[src/rtl/cruise_ctrl_gen2.sv]
// -----------------------------------------------------------------------------
// cruise_ctrl_gen2
//   Second-generation cruise controller. Holds a driver setpoint (vout),
//   compares it with measured speed every cycle and requests a graded
//   throttle or the brake. Adds saturating setpoint adjustment, a brake-pedal
//   cancel and a drowsiness watchdog that forces a braking FAULT state.
//
//   Optional feature macro: CRUISE_RAMP_EN
//     defined   : commands update an internal target; vout slews toward it by
//                 STEP per cycle while in HOLD and freezes in IDLE/FAULT.
//     undefined : vout is the target and changes on the command edge.
//
// Ports
//   clock    in      rising-edge clock
//   reset    in      synchronous, active-high reset
//   speed    in  W   measured speed
//   vset     in  W   requested setpoint, loaded on SET
//   alert    in  3   drowsiness level (0 = fully alert)
//   change   in  2   00 none, 01 INC, 10 DEC, 11 SET
//   pedal    in      brake pedal (cancel)
//   brake    out     brake request
//   throttle out 3   throttle level 0..7
//   gt/eq/lt out     speed >, =, < vout
//   vout     out W   active setpoint
//   engaged  out     high in HOLD
//   fault    out     high in FAULT
// -----------------------------------------------------------------------------
module cruise_ctrl_gen2 #(
  parameter int W          = 8,
  parameter int STEP       = 1,
  parameter int TOL        = 2,
  parameter int VMAX       = 200,
  parameter int ALERT_TRIP = 6,
  parameter int ALERT_CYC  = 4
) (
  input  logic         clock,
  input  logic         reset,
  input  logic [W-1:0] speed,
  input  logic [W-1:0] vset,
  input  logic [2:0]   alert,
  input  logic [1:0]   change,
  input  logic         pedal,
  output logic         brake,
  output logic [2:0]   throttle,
  output logic         gt,
  output logic         eq,
  output logic         lt,
  output logic [W-1:0] vout,
  output logic         engaged,
  output logic         fault
);

  // One extra bit keeps every sum and difference free of wrap-around.
  localparam int WP = W + 1;
  localparam int CW = $clog2(ALERT_CYC + 1);

  localparam logic [WP-1:0] STEP_X = WP'(STEP);
  localparam logic [WP-1:0] TOL_X  = WP'(TOL);
  localparam logic [WP-1:0] VMAX_X = WP'(VMAX);
  localparam logic [CW-1:0] CYC_X  = CW'(ALERT_CYC);

  localparam logic [1:0] CMD_INC = 2'b01;
  localparam logic [1:0] CMD_DEC = 2'b10;
  localparam logic [1:0] CMD_SET = 2'b11;

  typedef enum logic [1:0] {IDLE = 2'd0, HOLD = 2'd1, FAULT = 2'd2} state_t;

  state_t        state;
  logic [CW-1:0] drowsy_cnt, clear_cnt;
  logic [CW-1:0] drowsy_nxt, clear_nxt;
  logic          is_drowsy;

  logic [WP-1:0] vout_x, speed_x, base_x;
  logic [WP-1:0] set_x, inc_x, dec_x, cmd_x;
  logic [WP-1:0] diff_q;
  logic [2:0]    throttle_law;
  logic          brake_law;

`ifdef CRUISE_RAMP_EN
  logic [W-1:0]  target;
  logic [WP-1:0] target_x, ramp_x;
  assign target_x = WP'(target);
  assign base_x   = target_x;
`else
  assign base_x   = vout_x;
`endif

  assign vout_x    = WP'(vout);
  assign speed_x   = WP'(speed);
  assign is_drowsy = (alert >= 3'(ALERT_TRIP));

  // Watchdog counters: saturate at ALERT_CYC, clear on the opposite condition.
  // FSM decisions use the post-increment value so FAULT is entered on the
  // very edge the count reaches ALERT_CYC.
  assign drowsy_nxt = !is_drowsy ? '0 :
                      (drowsy_cnt == CYC_X) ? drowsy_cnt : drowsy_cnt + CW'(1);
  assign clear_nxt  = is_drowsy ? '0 :
                      (clear_cnt == CYC_X) ? clear_cnt : clear_cnt + CW'(1);

  // Setpoint arithmetic, saturating at 0 and VMAX.
  assign set_x = (WP'(vset) > VMAX_X) ? VMAX_X : WP'(vset);
  assign inc_x = (base_x + STEP_X > VMAX_X) ? VMAX_X : base_x + STEP_X;
  assign dec_x = (base_x < STEP_X) ? '0 : base_x - STEP_X;

  // NOTE: every always_comb output gets a default first so no path leaves a
  // variable unassigned, which would otherwise infer a latch.
  always_comb begin
    cmd_x = base_x;
    unique case (change)
      CMD_SET: cmd_x = set_x;
      CMD_INC: cmd_x = inc_x;
      CMD_DEC: cmd_x = dec_x;
      default: cmd_x = base_x;
    endcase
  end

  // Control law on the registered (pre-update) setpoint.
  always_comb begin
    brake_law    = 1'b0;
    throttle_law = 3'd0;
    diff_q       = (vout_x - speed_x) >> 2;
    if (speed_x > vout_x + TOL_X) begin
      brake_law = 1'b1;
    end else if (speed_x + TOL_X < vout_x) begin
      if (diff_q == '0)              throttle_law = 3'd1;
      else if (diff_q > WP'(7))      throttle_law = 3'd7;
      else                           throttle_law = diff_q[2:0];
    end
  end

`ifdef CRUISE_RAMP_EN
  always_comb begin
    ramp_x = vout_x;
    if (vout_x < target_x)
      ramp_x = (vout_x + STEP_X > target_x) ? target_x : vout_x + STEP_X;
    else if (vout_x > target_x)
      ramp_x = (vout_x < target_x + STEP_X) ? target_x : vout_x - STEP_X;
  end
`endif

  // NOTE: sequential state uses non-blocking assignments only, so every
  // register samples the pre-edge values of its neighbours.
  always_ff @(posedge clock) begin
    if (reset) begin
      state      <= IDLE;
      drowsy_cnt <= '0;
      clear_cnt  <= '0;
      vout       <= '0;
      brake      <= 1'b0;
      throttle   <= 3'd0;
      gt         <= 1'b0;
      eq         <= 1'b0;
      lt         <= 1'b0;
      engaged    <= 1'b0;
      fault      <= 1'b0;
`ifdef CRUISE_RAMP_EN
      target     <= '0;
`endif
    end else begin
      drowsy_cnt <= drowsy_nxt;
      clear_cnt  <= clear_nxt;
      gt         <= (speed >  vout);
      eq         <= (speed == vout);
      lt         <= (speed <  vout);
      // Outputs default to the IDLE values; each branch overrides.
      brake      <= 1'b0;
      throttle   <= 3'd0;
      engaged    <= 1'b0;
      fault      <= 1'b0;
`ifdef CRUISE_RAMP_EN
      if (state == HOLD) vout <= ramp_x[W-1:0];
`endif
      unique case (state)
        IDLE: begin
          if (change == CMD_SET) begin
            state   <= HOLD;
            engaged <= 1'b1;
`ifdef CRUISE_RAMP_EN
            target  <= set_x[W-1:0];
`else
            vout    <= set_x[W-1:0];
`endif
          end
        end
        HOLD: begin
          if (drowsy_nxt == CYC_X) begin
            state <= FAULT;
            brake <= 1'b1;
            fault <= 1'b1;
          end else if (pedal) begin
            state <= IDLE;
          end else begin
            engaged  <= 1'b1;
            brake    <= brake_law;
            throttle <= throttle_law;
`ifdef CRUISE_RAMP_EN
            target   <= cmd_x[W-1:0];
`else
            vout     <= cmd_x[W-1:0];
`endif
          end
        end
        FAULT: begin
          if (clear_nxt == CYC_X) begin
            state <= IDLE;
          end else begin
            brake <= 1'b1;
            fault <= 1'b1;
          end
        end
        default: state <= IDLE;
      endcase
    end
  end

endmodule

[config.mk]
export PLATFORM = sky130hd
export DESIGN_NAME = cruise_ctrl_gen2
export DESIGN_NICKNAME = d
export VERILOG_FILES = /design/src/rtl/cruise_ctrl_gen2.sv
export SDC_FILE = /design/constraint.sdc
export NUM_CORES = 1
export LEC_CHECK = 0
export CORE_MARGIN = 8
export CORE_UTILIZATION = 41
export DETAILED_ROUTE_END_ITERATION = 7
export PLACE_DENSITY = 0.7
export SETUP_SLACK_MARGIN = 0.5
export SYNTH_ARGS = -nofsm -noshare
export SYNTH_HDL_FRONTEND = slang
export SYNTH_SLANG_ARGS = --single-unit
[constraint.sdc]
create_clock -name clock -period 3.1 [get_ports clock]
set_clock_uncertainty 0.2 [all_clocks]
set_input_delay 0.62 -clock clock [delete_from_list [all_inputs] [get_ports clock]]
set_output_delay 0.62 -clock clock [all_outputs]
set_load 0.02 [all_outputs]
==> results.json, run 1 <==
{
  "crit_type": "input port to flop",
  "synthDominantCellAreaShare": 0.189,
  "worstSetupStartpointType": "input port",
  "relSlewSlack": 0.709,
  "holdWs_ns": 0.295,
  "synth_top_flop_cell": "dfxtp_1",
  "hold_violations": 0,
  "via_count": 2704,
  "final_area_um2": 3650,
  "wl_um": 7530,
  "grt_pass1_vias": 2577,
  "ys_async_sr_fraction": 0,
  "start_util": 0.420,
  "ys_seq_area_frac": 0.189,
  "clockRootBuffer": "clkbuf_8",
  "drt_iter0_drc": 179,
  "fp.dieW_um": 96.4,
  "yosysWarnings": 0,
  "clockBufferDepth": 2,
  "clkTransAtPathRegs_ns": 0.10,
  "hold_buffers": 0,
  "outcome": "finished clean",
  "slowest_delay_ns": 0.43,
  "yosys-top-cells-area": "dfxtp_1 (19%), ha_1 (18%), xnor2_1 (5.3%), inv_1 (3.7%), a21oi_1 (3.4%)",
  "grt_busiest_layer": "met2",
  "irDropWorstVdd_v": 0.000203,
  "cp_max_fo": 3,
  "fin_crit_ns": 2.56,
  "leakage_nw": 1.47,
  "grt.overflow.total": 0,
  "grtUsageMet1": 0.198,
  "areaGrowthSynthToFinish_pct": 37.8,
  "crit_arrival_ns": 2.52,
  "nNetsFinal": 460,
  "fmax_mhz": 391,
  "grt_use_total": 0.161,
  "syn_inst": 324,
  "worstPathRequired_ns": 3.06,
  "ys_types": 73,
  "placed_area_um2": 3280,
  "synth.largest_area_cell": "dfxtp_1",
  "drt-vias-per-instance": 5.72,
  "min_period_over_period": 0.825,
  "die_y_um": 96.4,
  "antenna_found_initial": 0,
  "synth.avg_cell_area_um2": 8.18,
  "synthesis.area_um2": 2650,
  "grt_max_degree": 16,
  "synthAdderAreaFrac": 0.184,
  "synth_top_family_by_area": "simple AND/OR/NAND/NOR gates",
  "yosysMostFrequentCell": "ha_1",
  "dieArea_um2": 9290,
  "drtAntennaViolNets": 0,
  "met3_usage": 0.0309,
  "endpoint_kind": "flop",
  "first_pass_iters": 5,
  "power.density_nw_per_um2": 369,
  "wl_per_cell_um": 15.9,
  "crit_slowest_cell": "or4_4",
  "antenna-diode-count": 0,
  "gp_congestion": 0.928,
  "cts.sinks": 25,
  "setup_viol": 0,
  "drv_slew": 0,
  "hp-class": "flop to flop",
  "ios": 41,
  "synth_common_cells": "ha_1 (39), inv_1 (26), dfxtp_1 (25)",
  "syn-num-nets": 387,
  "yosys.area_share.xor_xnor": 0.0794,
  "layout-drive-gt1-share": 0.250,
  "core_um2": 6310,
  "numCtsBuffers": 3,
  "tightest_slew_ns": 0.436,
  "synthSimpleGateAreaFrac": 0.248,
  "cap_violations": 0,
  "synth_compound_area_frac": 0.237,
  "io_buffer_count": 39,
  "synth_mux_area_frac": 0,
  "drc": 0,
  "grtUsageMet2": 0.288,
  "finalSetupTns_ns": 0,
  "synth_edf_count": 0,
  "grt_pass1_wl_um": 12200,
  "cp_cell_sequence": "dlygate4sd2_1 > inv_2 > ha_4 > nor2_2 > o31a_1 > o21a_1 > or4_4 > a211oi_4 > a211oi_2",
  "h-tree-depth": 1,
  "ys_ff_latch": 25,
  "cts_tree": "yes",
  "insertion_delay_ns": 0.27,
  "rsz0062_at_grt": "yes",
  "std_cell_rows": 29,
  "hpwl_um": 5780
}
## placed cells by master (no fill, tap or decap), types with 8 or more instances in the layout
master           synthesis  routed
nor2_1                  22      19
nand2_1                 18      18
nand3_1                 12      11
nand4_1                  8       8
clkdlybuf4s50_1          0      30
ha_1                    39      31
dfxtp_1                 25      20
buf_4                    1      36
xnor2_1                 16      16
a21oi_1                 18      15
inv_1                   26      21
o21ai_0                 10       9
## critical path, delay by kind of cell
| kind | cells | cell delay [ns] |
|---|---|---|
| AOI/OAI and AO/OA | 4 | 0.86 |
| adders and majority gates | 1 | 0.26 |
| and+or+nand+nor | 2 | 0.48 |
| buffers and inverters | 2 | 0.30 |
## what timing repair did
item | in CTS | in global routing
hold endpoints to repair | 0 | 0
setup buffers | 4 | 9
pin swaps | 9 | 15
endpoints found under the setup margin | 3 | 11
resized for setup | 18 | 39
gates cloned | 0 | 1
## registers in the layout (all words and copies together) (netlist names), 2 cells and up
signal      flops
throttle        3
drowsy_cnt      3
clear_cnt       3
vout            8
state           2
## per-layer routing
metal | part of all wire | vias to the layer above
li1 | - | 1340
met3 | 0.073 | 6
met2 | 0.50 | 92
met4 | 0.0077 | 0
met5 | 0 | -
met1 | 0.42 | 1266
## cell families (layout without fill, tap and decap cells)
logic type,Yosys count,in the layout
fa+ha+maj,39,39
simple gates,112,112
compound gates,88,88
xor+xnor,21,21
flops,25,25
buf+inv,39,111
## cell type report
class | count | area (um2)
flip-flops and latches | 25 | 517
fillers | 571 | 2660
well taps | 77 | 96.3
clock buffers | 3 | 41.3
clock inverters | 1 | 7.51
repair buffers | 79 | 707
inverters | 28 | 105
multi-input cells | 260 | 2180
## through the flow
step	total power, mW	instances	setup WS, ns	util
after floorplan	0.825	324	0.508	-
after global placement	1.04	455	-0.0505	0.520
after detailed placement	1.04	455	-0.0910	0.520
after CTS	1.28	463	0.487	0.542
after global routing	1.44	473	0.456	0.578
final	1.35	473	0.543	0.578
## worst paths after layout
| kind | startpoint | end | slack [ns] | cells after the start |
|---|---|---|---|---|
| max | speed[1] | throttle[2]$_SDFF_PP0_ | 0.54 | 9 |
| min | clear_cnt[0]$_SDFF_PP0_ | clear_cnt[0]$_SDFF_PP0_ | 0.29 | 1 |
| max reg2reg | vout[2]$_SDFFE_PP0P_ | brake$_SDFF_PP0_ | 0.56 | 12 |
| min reg2reg | clear_cnt[0]$_SDFF_PP0_ | clear_cnt[0]$_SDFF_PP0_ | 0.29 | 1 |
## where the power goes
group | switching, mW | internal [mW] | leakage (nW)
combinational | 0.399 | 0.360 | 1.25
clock | 0.113 | 0.0913 | 0.0217
sequential | 0.0344 | 0.348 | 0.207
(Power assumes the default switching activity.)
==> run 2, diff against run 1 <==
- PLACE_DENSITY: 0.7 -> 0.72
- clock period: 3.1 -> 2.3 ns (I/O delays scaled with it)
==> run 2 against run 1 <==
Effect of this change:
- the run now ends with negative setup slack left
- register-to-register slack lost 0.82 ns
- die area unchanged
- worst hold slack improved by 0.058 ns
- design area rose by 22%
- worst setup slack got worse by 0.81 ns
- first-iteration DRC count fell by 9.5%
- via count rose by 13%
- sequential cell count unchanged
- critical endpoint is now throttle[1]$_SDFF_PP0_
- largest cell class unchanged
- largest power group unchanged
==> results.json, run 2 (synthesis gave the netlist of run 1 again) <==
{
  "hold_violations": 0,
  "clockRootBuffer": "clkbuf_8",
  "areaGrowthSynthToFinish_pct": 67.7,
  "irDropWorstVdd_v": 0.000312,
  "finalSetupTns_ns": -1.40,
  "hpwl_um": 6620,
  "hold_buffers": 0,
  "placed_area_um2": 3820,
  "via_count": 3050,
  "utilization": 0.704,
  "cts_tree": "yes",
  "insertion_delay_ns": 0.28,
  "holdWs_ns": 0.352,
  "fmax_mhz": 390,
  "numCtsBuffers": 3,
  "start_util": 0.420,
  "crit_slowest_cell": "or4_4",
  "endpoint_kind": "flop",
  "drc": 0,
  "clkTransAtPathRegs_ns": 0.10,
  "wl_um": 9590,
  "nFillCells": 489,
  "drt_iter0_drc": 162,
  "fp.dieW_um": 96.4,
  "drt-vias-per-instance": 5.72,
  "worstPathRequired_ns": 2.26,
  "slowest_delay_ns": 0.50,
  "h-tree-depth": 1,
  "core_um2": 6310,
  "io_buffer_count": 39,
  "path_delay_family": "compound AO/OA/AOI/OAI gates",
  "cts.sinks": 25,
  "antenna_found_initial": 0,
  "drv_slew": 0,
  "rr_worst_depth": 8,
  "setup_viol": 7,
  "layout_common_cells": "buf_4 (78), nor2_1 (20), ha_1 (19)",
  "relSlewSlack": 0.642,
  "hold_depth": 2,
  "std_cell_rows": 29,
  "clockBufferDepth": 2,
  "cp_max_fo": 4,
  "min_period_over_period": 1.11,
  "first_pass_iters": 4,
  "ios": 41,
  "top_register": "vout",
  "violations": "negative setup slack",
  "drtAntennaViolNets": 0,
  "fin_crit_ns": 2.56,
  "hp-class": "flop to flop",
  "grt_pass1_vias": 3079,
  "final_area_um2": 4440,
  "cp_cell_sequence": "buf_6 > buf_4 > ha_4 > o31a_1 > o21a_1 > or4_4 > a211oi_4 > a211oi_2",
  "crit_type": "flop to flop",
  "grt_max_degree": 16,
  "cp.depth": 8,
  "rsz0062_at_grt": "yes",
  "nNetsFinal": 520,
  "antenna-diode-count": 0,
  "critPathBufInv": 2,
  "layout-drive-gt1-share": 0.452,
  "outcome": "finished with violations",
  "timing.final.ws_setup_ns": -0.264,
  "largest_reg_flops": 8,
  "layout_commonest_cell": "buf_4",
  "tightest_slew_ns": 0.530,
  "leakage_nw": 1.86,
  "crit_arrival_ns": 2.53,
  "dpl_worst_slack_ns": -0.666,
  "worstSetupStartpointType": "flop",
  "wl_per_cell_um": 18.0,
  "grt_use_total": 0.195,
  "cap_violations": 0,
  "dieArea_um2": 9290,
  "power.density_nw_per_um2": 497,
  "gp_congestion": 0.962,
  "die_y_um": 96.4,
  "grt.overflow.total": 0,
  "grt_pass1_wl_um": 14500
}
[run 2: cell types whose count changed in the layout (fill, tap and decap cells not counted), moves of 9 or more]
cell / delta
buf_6: +15
dlygate4sd2_1: +14
clkdlybuf4s50_1: -19
ha_1: -12
ha_4: +9
buf_4: +42
[run 2: final cells by class]
class	instances	area, um2	area share
flip-flops and latches	25	524	0.118
multi-input cells	260	2430	0.547
repair buffers	139	1230	0.277
clock buffers	3	41.3	0.00930
inverters	28	113	0.0254
well taps	77	96.3	0.0217
clock inverters	1	6.26	0.00141
[run 2: path summary, 6_finish.rpt]
kind | startpoint | end | slack (ns)
worst max-delay path | vout[1]$_SDFFE_PP0P_ | throttle[1]$_SDFF_PP0_ | -0.26
worst min-delay path | clear_cnt[0]$_SDFF_PP0_ | clear_cnt[0]$_SDFF_PP0_ | 0.35
worst max register to register | vout[1]$_SDFFE_PP0P_ | throttle[1]$_SDFF_PP0_ | -0.26
worst min register to register | clear_cnt[0]$_SDFF_PP0_ | clear_cnt[0]$_SDFF_PP0_ | 0.35
[run 2: layer usage]
layer	global-route usage	routed length [um]
met2	0.354	4850
met3	0.0255	466
met4	0.0492	235
met1	0.236	4040
met5	0	0
[run 2: repair_timing]
action                     4_1_cts  5_1_grt
setup endpoints to repair       36       26
cloned                           1        0
pin swaps                       31       37
setup buffers                   13        8
hold endpoints to repair         0        0
gates resized for setup         80       49
[run 2: report_power, final]
part           leakage, nW  switching, mW  total, mW  internal [mW]
clock network       0.0260          0.166      0.291          0.125
registers            0.210         0.0322      0.503          0.471
logic                 1.62          0.694       1.41          0.720
total                 1.86          0.893       2.21           1.32
[run 2: worst min-delay path: stages (launching register included)]
cell and delay [ns]:
dfxtp_2 0.37, buf_4 0.11, a21oi_1 0.05
[run 2: through the flow]
stage | power [mW] | std cells
4_1_cts | 2.04 | 525
3_5_place_dp | 1.61 | 507
5_1_grt | 2.34 | 533
6_report | 2.21 | 533
3_3_place_gp | 1.59 | 507
2_1_floorplan | 1.16 | 324
==> patch (flow settings as in run 2) <==
Set the parameter `ALERT_TRIP` to 3 (it was 6).
--- a/src/rtl/cruise_ctrl_gen2.sv
+++ b/src/rtl/cruise_ctrl_gen2.sv
@@ -32,3 +32,3 @@
   parameter int VMAX       = 200,
-  parameter int ALERT_TRIP = 6,
+  parameter int ALERT_TRIP = 3,
   parameter int ALERT_CYC  = 4
Check against the original RTL: not equivalent (a bounded check fails within 10 cycles, from zero or initial values and one cycle with reset high).
==> patch against run 2 <==
The run still ends with setup timing left. Routed wire length increased by 3.1%. Worst setup slack improved by 230 ps. Final area increased by 1.4%. Sequential cell count unchanged. Synthesized area increased by 0.52%. Synthesized cell count increased by 4.0%. Total power decreased by 11%. Critical path type unchanged. Largest cell class unchanged. Largest power group unchanged. Highest routed layer unchanged.
==> patch: results (changes against run 2) <==
status: "complete, but fails checks"  # unchanged
violations: "setup timing"  # unchanged
use_met1: 0.229  # was 0.236
gr-usage-met2: 0.349  # was 0.354
hold_path_startpoint: "state[1]$_SDFFE_PP0P_"  # was clear_cnt[0]$_SDFF_PP0_
firstDrtPassIters: 5  # was 4
wl_per_cell_microns: 18.1  # was 18.0 microns
fin_nets: 533  # was 520
synth-compound-area-share: 0.258  # was 0.237
routed_via_density: 5.84  # was 5.72
seq_area_frac_synth: 0.188  # was 0.189
num_vias: 3191  # was 3050
synth.distinct_cells: 66  # was 73
p_leak_nw: 1.89  # was 1.86 nW
synth_area_per_cell_sq_um: 7.90  # was 8.18 sq um
place.port_buffers: 40  # was 39
crit_fanout: 4  # unchanged
drt-initial-drc-count: 167  # was 162
slew_viol_final: 0  # unchanged
grt_max_degree: 16  # unchanged
met3_length_microns: 548  # was 466 microns
synth_fa_ha_area_frac: 0.183  # was 0.184
place.gp.congestion: 0.928  # was 0.962
finalSetupViolCount: 4  # was 7
grtUsageTotal: 0.195  # about the same
synth-xor-area-share: 0.0592  # was 0.0794
whs_endpoint: "state[1]$_SDFFE_PP0P_"  # was clear_cnt[0]$_SDFF_PP0_
worst_slew_pin_slew_ps: 513  # was 530 ps
whs_path_depth: 2  # unchanged
n_antenna_cell: 0  # unchanged
m1WireLength_microns: 3990  # was 4040 microns
tns_ps: -69.0  # was -1400 ps
synth.area.top_cells: "dfxtp_1 (19%), ha_1 (18%), a21oi_1 (5.3%)"  # was dfxtp_1 (19%), ha_1 (18%), xnor2_1 (5.3%)
cp-endpoint: "throttle[0]$_SDFF_PP0_"  # was throttle[1]$_SDFF_PP0_
whs_ps: 325  # was 352 ps
place_hpwl_microns: 6600  # was 6620 microns
crit_arrival_ps: 2350  # was 2530 ps
dp_cells: 509  # was 507
dpl_worst_slack_ps: -717  # was -666 ps
place_area_sq_mm: 0.00380  # was 0.00382 sq mm
grt_pass1_wl_microns: 14500  # about the same
gr-usage-met3: 0.0301  # was 0.0255
syn-num-nets: 400  # was 387
r2r_cells: 10  # was 8
synth_mux_area_frac: 0.00423  # was 0
cp-startpoint: "vout[1]$_SDFFE_PP0P_"  # unchanged
wl_met2_microns: 5080  # was 4850 microns
drive_gt1_frac: 0.467  # was 0.452
fin_ws_ps: -36.1  # was -264 ps
insertion_delay_ps: 280  # about the same
top_layer: "met4"  # unchanged
ir_drop_v: 0.000410  # was 0.000312 V
netlist_top_cells_count: "ha_1 (39), inv_1 (29), a21oi_1 (28)"  # was ha_1 (39), inv_1 (26), dfxtp_1 (25)
grt_pass1_vias: 3144  # was 3079
largest_reg_flops: 8  # unchanged
-- patch: repair_timing --
action,4_1_cts,5_1_grt
pin swaps,40,21
setup buffers,31,2
setup endpoints to repair,36,25
resized for setup,111,42
-- patch: area by class of cell --
type,count,area (sq um)
Clock buffer,3,41.3
Clock inverter,1,6.26
Fill cell,472,1810
Inverter,29,133
Multi-Input combinational cell,271,2520
Sequential cell,25,528
Tap cell,77,96.3
Timing Repair Buffer,140,1180
-- patch: cells by family (layout without fill, tap and decap cells) --
logic type,after synthesis,after routing
flops,25,25
simple gates,114,114
fa+ha+maj,39,39
mux,1,1
xor+xnor,18,18
compound gates,99,99
buf+inv,41,173
-- patch: critical path, stage by stage, from the launching register on --
cell and delay, ps:
dfxtp_4 410, ha_4 160, nand3_1 150, nor2_2 150
xnor2_1 90, ha_1 220, a211oi_1 230, o21ai_1 130
o21ai_2 180, nand4b_1 180, a31oi_1 170
-- patch: power by group --
part	internal (mW)	switching [mW]
clock	0.124	0.161
combinational	0.594	0.595
sequential	0.464	0.0388
